`config.mk`:
```
export PLATFORM = sky130hd
export DESIGN_NAME = vid_dma_fetch
export DESIGN_NICKNAME = d
export VERILOG_FILES = /design/src/rtl/vid_dma_pkg.sv /design/src/rtl/vid_fifo.sv /design/src/rtl/vid_dma_fetch.sv
export SDC_FILE = /design/constraint.sdc
export NUM_CORES = 1
export LEC_CHECK = 0
export CAP_MARGIN = 40
export CORE_ASPECT_RATIO = 0.5
export CORE_MARGIN = 5
export CORE_UTILIZATION = 53
export CTS_CLUSTER_SIZE = 8
export DETAILED_ROUTE_END_ITERATION = 7
export GPL_ROUTABILITY_DRIVEN = 1
export GPL_TIMING_DRIVEN = 0
export PLACE_DENSITY = 0.85
export SYNTH_ARGS = -nofsm -noshare
export SYNTH_HDL_FRONTEND = slang
export SYNTH_SLANG_ARGS = --single-unit
export TNS_END_PERCENT = 30
```
`constraint.sdc`:
```
create_clock -name wb_clk -period 4.5 [get_ports wb_clk]
set_input_delay 0.9 -clock wb_clk [delete_from_list [all_inputs] [get_ports wb_clk]]
set_output_delay 0.9 -clock wb_clk [all_outputs]
set_load 0.005 [all_outputs]
```
`src/rtl/vid_dma_pkg.sv`:
```
// Shared definitions for the video DMA fetch engine.
//   state_t     : fetch FSM states (IDLE, BURST, FLUSH)
//   CTI_*       : wishbone cycle type identifiers driven on wb_cti
//   BURST_LEN   : beats per line fetch (one 16-byte line = 4 x 32-bit words)
package vid_dma_pkg;

    typedef enum logic [1:0] {
        IDLE  = 2'd0,
        BURST = 2'd1,
        FLUSH = 2'd2
    } state_t;

    localparam logic [2:0] CTI_CLASSIC = 3'b000;
    localparam logic [2:0] CTI_INCR    = 3'b010;
    localparam logic [2:0] CTI_END     = 3'b111;

    localparam int BURST_LEN = 4;

endpackage

```
`src/rtl/vid_fifo.sv`:
```
// First-word-fall-through word FIFO feeding the video output stage.
// Ports:
//   clk, rst_n     : clock, asynchronous active-low reset
//   flush          : synchronous clear of contents and underflow flag (wins over wr/rd)
//   wr, wr_data    : push one word
//   rd             : pop the head word (ignored when empty, sets underflow)
//   rd_data        : head word, valid when !empty; holds its last value when empty
//   empty, level   : occupancy status
//   underflow      : sticky, set by rd on an empty FIFO
module vid_fifo #(
    parameter int DEPTH = 16
) (
    input  logic                       clk,
    input  logic                       rst_n,
    input  logic                       flush,
    input  logic                       wr,
    input  logic [31:0]                wr_data,
    input  logic                       rd,
    output logic [31:0]                rd_data,
    output logic                       empty,
    output logic [$clog2(DEPTH):0]     level,
    output logic                       underflow
);

    localparam int AW = $clog2(DEPTH);
    localparam logic [AW:0] FULL = (AW+1)'(DEPTH);

    logic [31:0]   mem [DEPTH];
    logic [AW-1:0] wr_ptr_reg;
    logic [AW-1:0] rd_ptr_reg;
    logic [AW:0]   level_reg;
    logic [31:0]   dat_reg;
    logic          uf_reg;

    logic          pop;
    logic          push;
    logic [AW-1:0] rd_ptr_next;
    logic [AW:0]   level_after_pop;
    logic [AW:0]   level_next;

    assign pop  = rd && (level_reg != '0);
    assign push = wr && ((level_reg != FULL) || pop);

    always_comb begin
        rd_ptr_next     = rd_ptr_reg + AW'(pop);
        level_after_pop = level_reg - (AW+1)'(pop);
        level_next      = level_after_pop + (AW+1)'(push);
    end

    // Storage array without reset so it can map onto RAM.
    always_ff @(posedge clk) begin
        if (push && !flush) begin
            mem[wr_ptr_reg] <= wr_data;
        end
    end

    always_ff @(posedge clk or negedge rst_n) begin
        if (!rst_n) begin
            wr_ptr_reg <= '0;
            rd_ptr_reg <= '0;
            level_reg  <= '0;
            dat_reg    <= '0;
            uf_reg     <= 1'b0;
        end else if (flush) begin
            wr_ptr_reg <= '0;
            rd_ptr_reg <= '0;
            level_reg  <= '0;
            uf_reg     <= 1'b0;
        end else begin
            wr_ptr_reg <= wr_ptr_reg + AW'(push);
            rd_ptr_reg <= rd_ptr_next;
            level_reg  <= level_next;
            if (rd && (level_reg == '0)) begin
                uf_reg <= 1'b1;
            end
            // Head register: when the only remaining word is the one being
            // written now, take it straight from the write port; otherwise
            // the next head is already in the array. Hold when going empty.
            if (level_next != '0) begin
                dat_reg <= (push && (level_after_pop == '0)) ? wr_data : mem[rd_ptr_next];
            end
        end
    end

    assign rd_data   = dat_reg;
    assign empty     = (level_reg == '0);
    assign level     = level_reg;
    assign underflow = uf_reg;

endmodule

```
`src/rtl/vid_dma_fetch.sv`:
```
// Wishbone burst-read master streaming a circular line buffer from SDRAM
// into a local FWFT word FIFO.
// Ports:
//   wb_clk, wb_rst_n          : clock, asynchronous active-low reset
//   dma_en                    : allow new bursts to start
//   frame_sync                : restart at vinit, flush FIFO, clear underflow
//   vinit, vstart, vend       : line pointers (byte address [23:4])
//   wb_adr/cti/sel/we/stb/cyc : registered wishbone master outputs
//   wb_ack, wb_dat_i          : wishbone slave response
//   vid_rd, vid_dat, vid_empty, fifo_level, underflow : video-side FIFO port
module vid_dma_fetch
    import vid_dma_pkg::*;
#(
    parameter int FIFO_DEPTH = 16
) (
    input  logic                          wb_clk,
    input  logic                          wb_rst_n,
    input  logic                          dma_en,
    input  logic                          frame_sync,
    input  logic [19:0]                   vinit,
    input  logic [19:0]                   vstart,
    input  logic [19:0]                   vend,
    output logic [23:0]                   wb_adr,
    output logic [2:0]                    wb_cti,
    output logic [3:0]                    wb_sel,
    output logic                          wb_we,
    output logic                          wb_stb,
    output logic                          wb_cyc,
    input  logic                          wb_ack,
    input  logic [31:0]                   wb_dat_i,
    input  logic                          vid_rd,
    output logic [31:0]                   vid_dat,
    output logic                          vid_empty,
    output logic [$clog2(FIFO_DEPTH):0]   fifo_level,
    output logic                          underflow
);

    localparam int LW = $clog2(FIFO_DEPTH) + 1;
    // Launch only if a whole burst still fits: space is reserved up front.
    localparam logic [LW-1:0] LAUNCH_MAX = LW'(FIFO_DEPTH - BURST_LEN);

    state_t      state_reg, state_next;
    logic [19:0] ptr_reg,   ptr_next;
    logic [1:0]  beat_reg,  beat_next;
    logic        stb_reg,   stb_next;
    logic [23:0] adr_reg,   adr_next;
    logic [2:0]  cti_reg,   cti_next;
    logic        fifo_wr;
    logic        last_beat;

    always_comb begin
        state_next = state_reg;
        ptr_next   = ptr_reg;
        beat_next  = beat_reg;
        stb_next   = stb_reg;
        adr_next   = adr_reg;
        cti_next   = cti_reg;
        fifo_wr    = 1'b0;
        last_beat  = wb_ack && (beat_reg == 2'(BURST_LEN - 1));

        case (state_reg)
            IDLE: begin
                if (frame_sync) begin
                    ptr_next = vinit;
                end else if (dma_en && (fifo_level <= LAUNCH_MAX)) begin
                    state_next = BURST;
                    stb_next   = 1'b1;
                    adr_next   = {ptr_reg, 4'h0};
                    beat_next  = 2'd0;
                    cti_next   = CTI_INCR;
                end
            end
            BURST, FLUSH: begin
                if (wb_ack) begin
                    beat_next = beat_reg + 2'd1;
                    if (beat_reg == 2'(BURST_LEN - 2)) begin
                        cti_next = CTI_END;
                    end
                end
                // Beats are kept only in BURST and only if no sync arrives now.
                fifo_wr = (state_reg == BURST) && wb_ack && !frame_sync;
                if (last_beat) begin
                    state_next = IDLE;
                    stb_next   = 1'b0;
                    cti_next   = CTI_CLASSIC;
                    if ((state_reg == BURST) && !frame_sync) begin
                        ptr_next = (ptr_reg == vend) ? vstart : ptr_reg + 20'd1;
                    end
                end
                // A sync mid-burst cannot abort the controller's burst; the
                // remaining beats are drained in FLUSH and thrown away.
                if (frame_sync) begin
                    ptr_next = vinit;
                    if (!last_beat) begin
                        state_next = FLUSH;
                    end
                end
            end
            default: begin
                state_next = IDLE;
                stb_next   = 1'b0;
            end
        endcase
    end

    always_ff @(posedge wb_clk or negedge wb_rst_n) begin
        if (!wb_rst_n) begin
            state_reg <= IDLE;
            ptr_reg   <= '0;
            beat_reg  <= '0;
            stb_reg   <= 1'b0;
            adr_reg   <= '0;
            cti_reg   <= CTI_CLASSIC;
        end else begin
            state_reg <= state_next;
            ptr_reg   <= ptr_next;
            beat_reg  <= beat_next;
            stb_reg   <= stb_next;
            adr_reg   <= adr_next;
            cti_reg   <= cti_next;
        end
    end

    assign wb_adr = adr_reg;
    assign wb_cti = cti_reg;
    assign wb_sel = 4'hF;
    assign wb_we  = 1'b0;
    assign wb_stb = stb_reg;
    assign wb_cyc = stb_reg;

    vid_fifo #(
        .DEPTH (FIFO_DEPTH)
    ) u_fifo (
        .clk       (wb_clk),
        .rst_n     (wb_rst_n),
        .flush     (frame_sync),
        .wr        (fifo_wr),
        .wr_data   (wb_dat_i),
        .rd        (vid_rd),
        .rd_data   (vid_dat),
        .empty     (vid_empty),
        .level     (fifo_level),
        .underflow (underflow)
    );

endmodule
```
==> qor.txt <==
Sequential area share after synthesis: 70.6%
Worst-margin pin slew: 1040 ps
Peak Freq: 224 MHz
Drt via density: 6.71
Status: finished clean
Cell chain of the critical path: or4_4 > nor2_1 > nor2b_1 > ha_1 > ha_1 > clkbuf_1 > clkbuf_1 > mux4_2 > nand2_1 > nand3_1 > a32o_1
Req. time, crit path: 5010 ps
Clock period minus worst slack: 4460 ps
Initial antenna violation count: 0
Slew Viols, Final: 0
H-tree depth: 3
Root Driver: clkbuf_16
Via count: 16435
EDFF count, synth: 512
Worst VDD drop: 0.381 mV
Die Width: 318 um
Post-CTS setup buffer count: 0
Post_cts resized: 0
Largest register by flop count: u_fifo.mem
Total iterations of the first detailed-routing run: 6
Max cap viols: 0
Hpwl dp: 41.3 mm
Most used cells in the layout excluding fill and tap cells: edfxtp_1 (512), clkdlybuf4s50_1 (159), nand2_1 (144), mux4_2 (128), clkbuf_1 (116)
Clk sinks: 605
Register-to-Register Path Depth: 11
Ports: 171
LEAKAGE: 0.0104 uW
Worst hold margin: 301 ps
Placement Rows: 56
Area delta synth->final: 22.3%
Final Cycle Share: 99.1%
Skew final: 37.3 ps
WP data arrival: 4970 ps
RR Startpoint: u_fifo.level[1]
Slew headroom: 30.4%
Syn Std Cell Area: 25100 um2
Final Hold Fails: 0
Post-Synthesis Cells: 1460
Starting Density: 53.6%
Final WS setup: 39.5 ps
Worst path slowest cell: clkbuf_1
Synth warn: 0
CP max stage delay: 840 ps
Vias in the first global route: 17005
WL/cell: 30.3 um
Power density cells: 658 nW/um2
Input/output buffers: 160
Crit path max fanout: 10
Clock transition at path regs: 50 ps
Syn avg cell area: 17.2 um2
Worst setup SP type: register
Core Box Area: 46800 um2
FF-to-FF End: u_fifo.rd_data[29]
Synth Flop Type: edfxtp_1
NumNets Final: 1859
ANT nets after route: 0
DRC: 0
Post-CTS Hold Fix Bufs: 0
CTS Buf Count: 85
Antenna cell count: 0
GRT overflow: 0
Total track usage: 28.2%
Clock latency on the worst-skew pair: 640 ps
Commonest non-fill, non-tap cell in the layout: edfxtp_1
First-pass GRT wire length: 110 mm
Synth unique cells: 63
Share of layout cells above drive strength 1: 19.1%
# setup viols final: 0
Ys async rst share: 15.4%
Yosys reg bits: 605
Die height: 164 um
Dpl ws: -54.5 ps
Endpoint type of the worst setup path: register
Area of the die: 52100 um2
Reg2Reg Setup Slack: 40 ps
CTS tree: yes
Total Routed Length: 74.1 mm
Worst Path Class, Setup: reg2reg
Max reg flops: 512
Final weighted congestion in routability-driven placement: 0.813
CTS Buffer Depth: 3
Hold Crit Class: in2async
Pin count of the biggest net entering global routing: 50
Starting DRT DRC Count: 2777
==> cell families (layout without fill, tap and decap cells) <==
logic type	after synthesis	after routing	synth area share [%]
DFF	605	605	70.6
and+or+nand+nor	321	321	5.95
muxes	175	175	13.5
AOI/OAI and AO/OA	155	155	5.12
buffers and inverters	141	485	2.50
xor gates and xnor gates	47	47	1.70
adders and majority gates	14	14	0.698
other	2	9	0.0299
==> worst max-delay path, delay by kind of cell (launching register included) <==
family	cells	cell delay (ps)
buffers and inverters	2	1470
and+or+nand+nor	5	1150
adders and majority gates	2	570
DFF	1	450
muxes	1	430
AOI/OAI and AO/OA	1	250
==> power by group <==
part	switching (uW)	internal, uW
Combinational	3790	3440
Sequential	375	6500
Clock	2490	3600
==> final cells by class <==
type	count	area, um2
fill	2818	16100
tap	638	798
buffer	103	485
inverter	38	143
clock inverter	6	135
multi-input combinational	721	6920
sequential	605	17700
clock buffer	145	2380
timing repair buffer	193	2130
==> through the flow <==
step                      TNS, ps  std cells  total power (uW)  instance area [um2]  utilization [%]
after floorplan             -4070       1467             11500                25100                -
after global placement    -803000       2265             13400                27500             58.8
after detailed placement     -798       2296             13700                28100             60.1
after CTS                       0       2447             20100                30700             65.5
after global routing        -39.5       2449             20900                30700             65.6
final                           0       2449             20200                30700             65.6
==> worst max path at each step <==
stage                    start            endpoint  slack [ps]  cells after the start
4_1_cts        u_fifo.level[1]  u_fifo.rd_data[10]         130                     11
2_1_floorplan       frame_sync    u_fifo.mem[3][0]         -70                      6
3_3_place_gp        frame_sync   u_fifo.mem[3][29]       -2990                      6
6_report       u_fifo.level[1]  u_fifo.rd_data[29]          40                     11
3_5_place_dp        frame_sync  u_fifo.rd_data[22]         -50                     12
5_1_grt           state_reg[0]  u_fifo.rd_data[27]         -30                     14
==> synthesized netlist by cell type (6+ instances only) <==
master / n / share of area [%]
nor2b_1: 10 / 0.25
nor2_1: 34 / 0.51
nand3_1: 58 / 1.2
a21oi_1: 19 / 0.38
and2_1: 16 / 0.40
edfxtp_1: 512 / 61
nor3_1: 22 / 0.44
clkbuf_1: 58 / 0.87
nand2_1: 144 / 2.2
ha_1: 14 / 0.70
a32o_1: 21 / 0.84
dfrtp_1: 93 / 9.3
mux4_2: 128 / 11
xor2_1: 37 / 1.3
buf_4: 13 / 0.39
mux2i_1: 29 / 1.2
nand2b_1: 6 / 0.15
inv_1: 38 / 0.57
o211ai_1: 35 / 1.0
o32a_1: 10 / 0.40
a221o_1: 10 / 0.40
o21ai_0: 6 / 0.12
a221oi_1: 22 / 0.77
buf_2: 27 / 0.54
xnor2_1: 9 / 0.31
nor4_1: 11 / 0.27
mux2_2: 18 / 0.81
==> per-layer routing <==
metal,global-route usage [%],vias to the layer above,routed length [um]
li1,-,6367,-
met1,34.4,8049,24800
met2,46.6,1650,35800
met3,8.71,369,9480
met4,14.0,0,3930
met5,0,-,0
No activity file was read; power rests on OpenSTA's default activity.
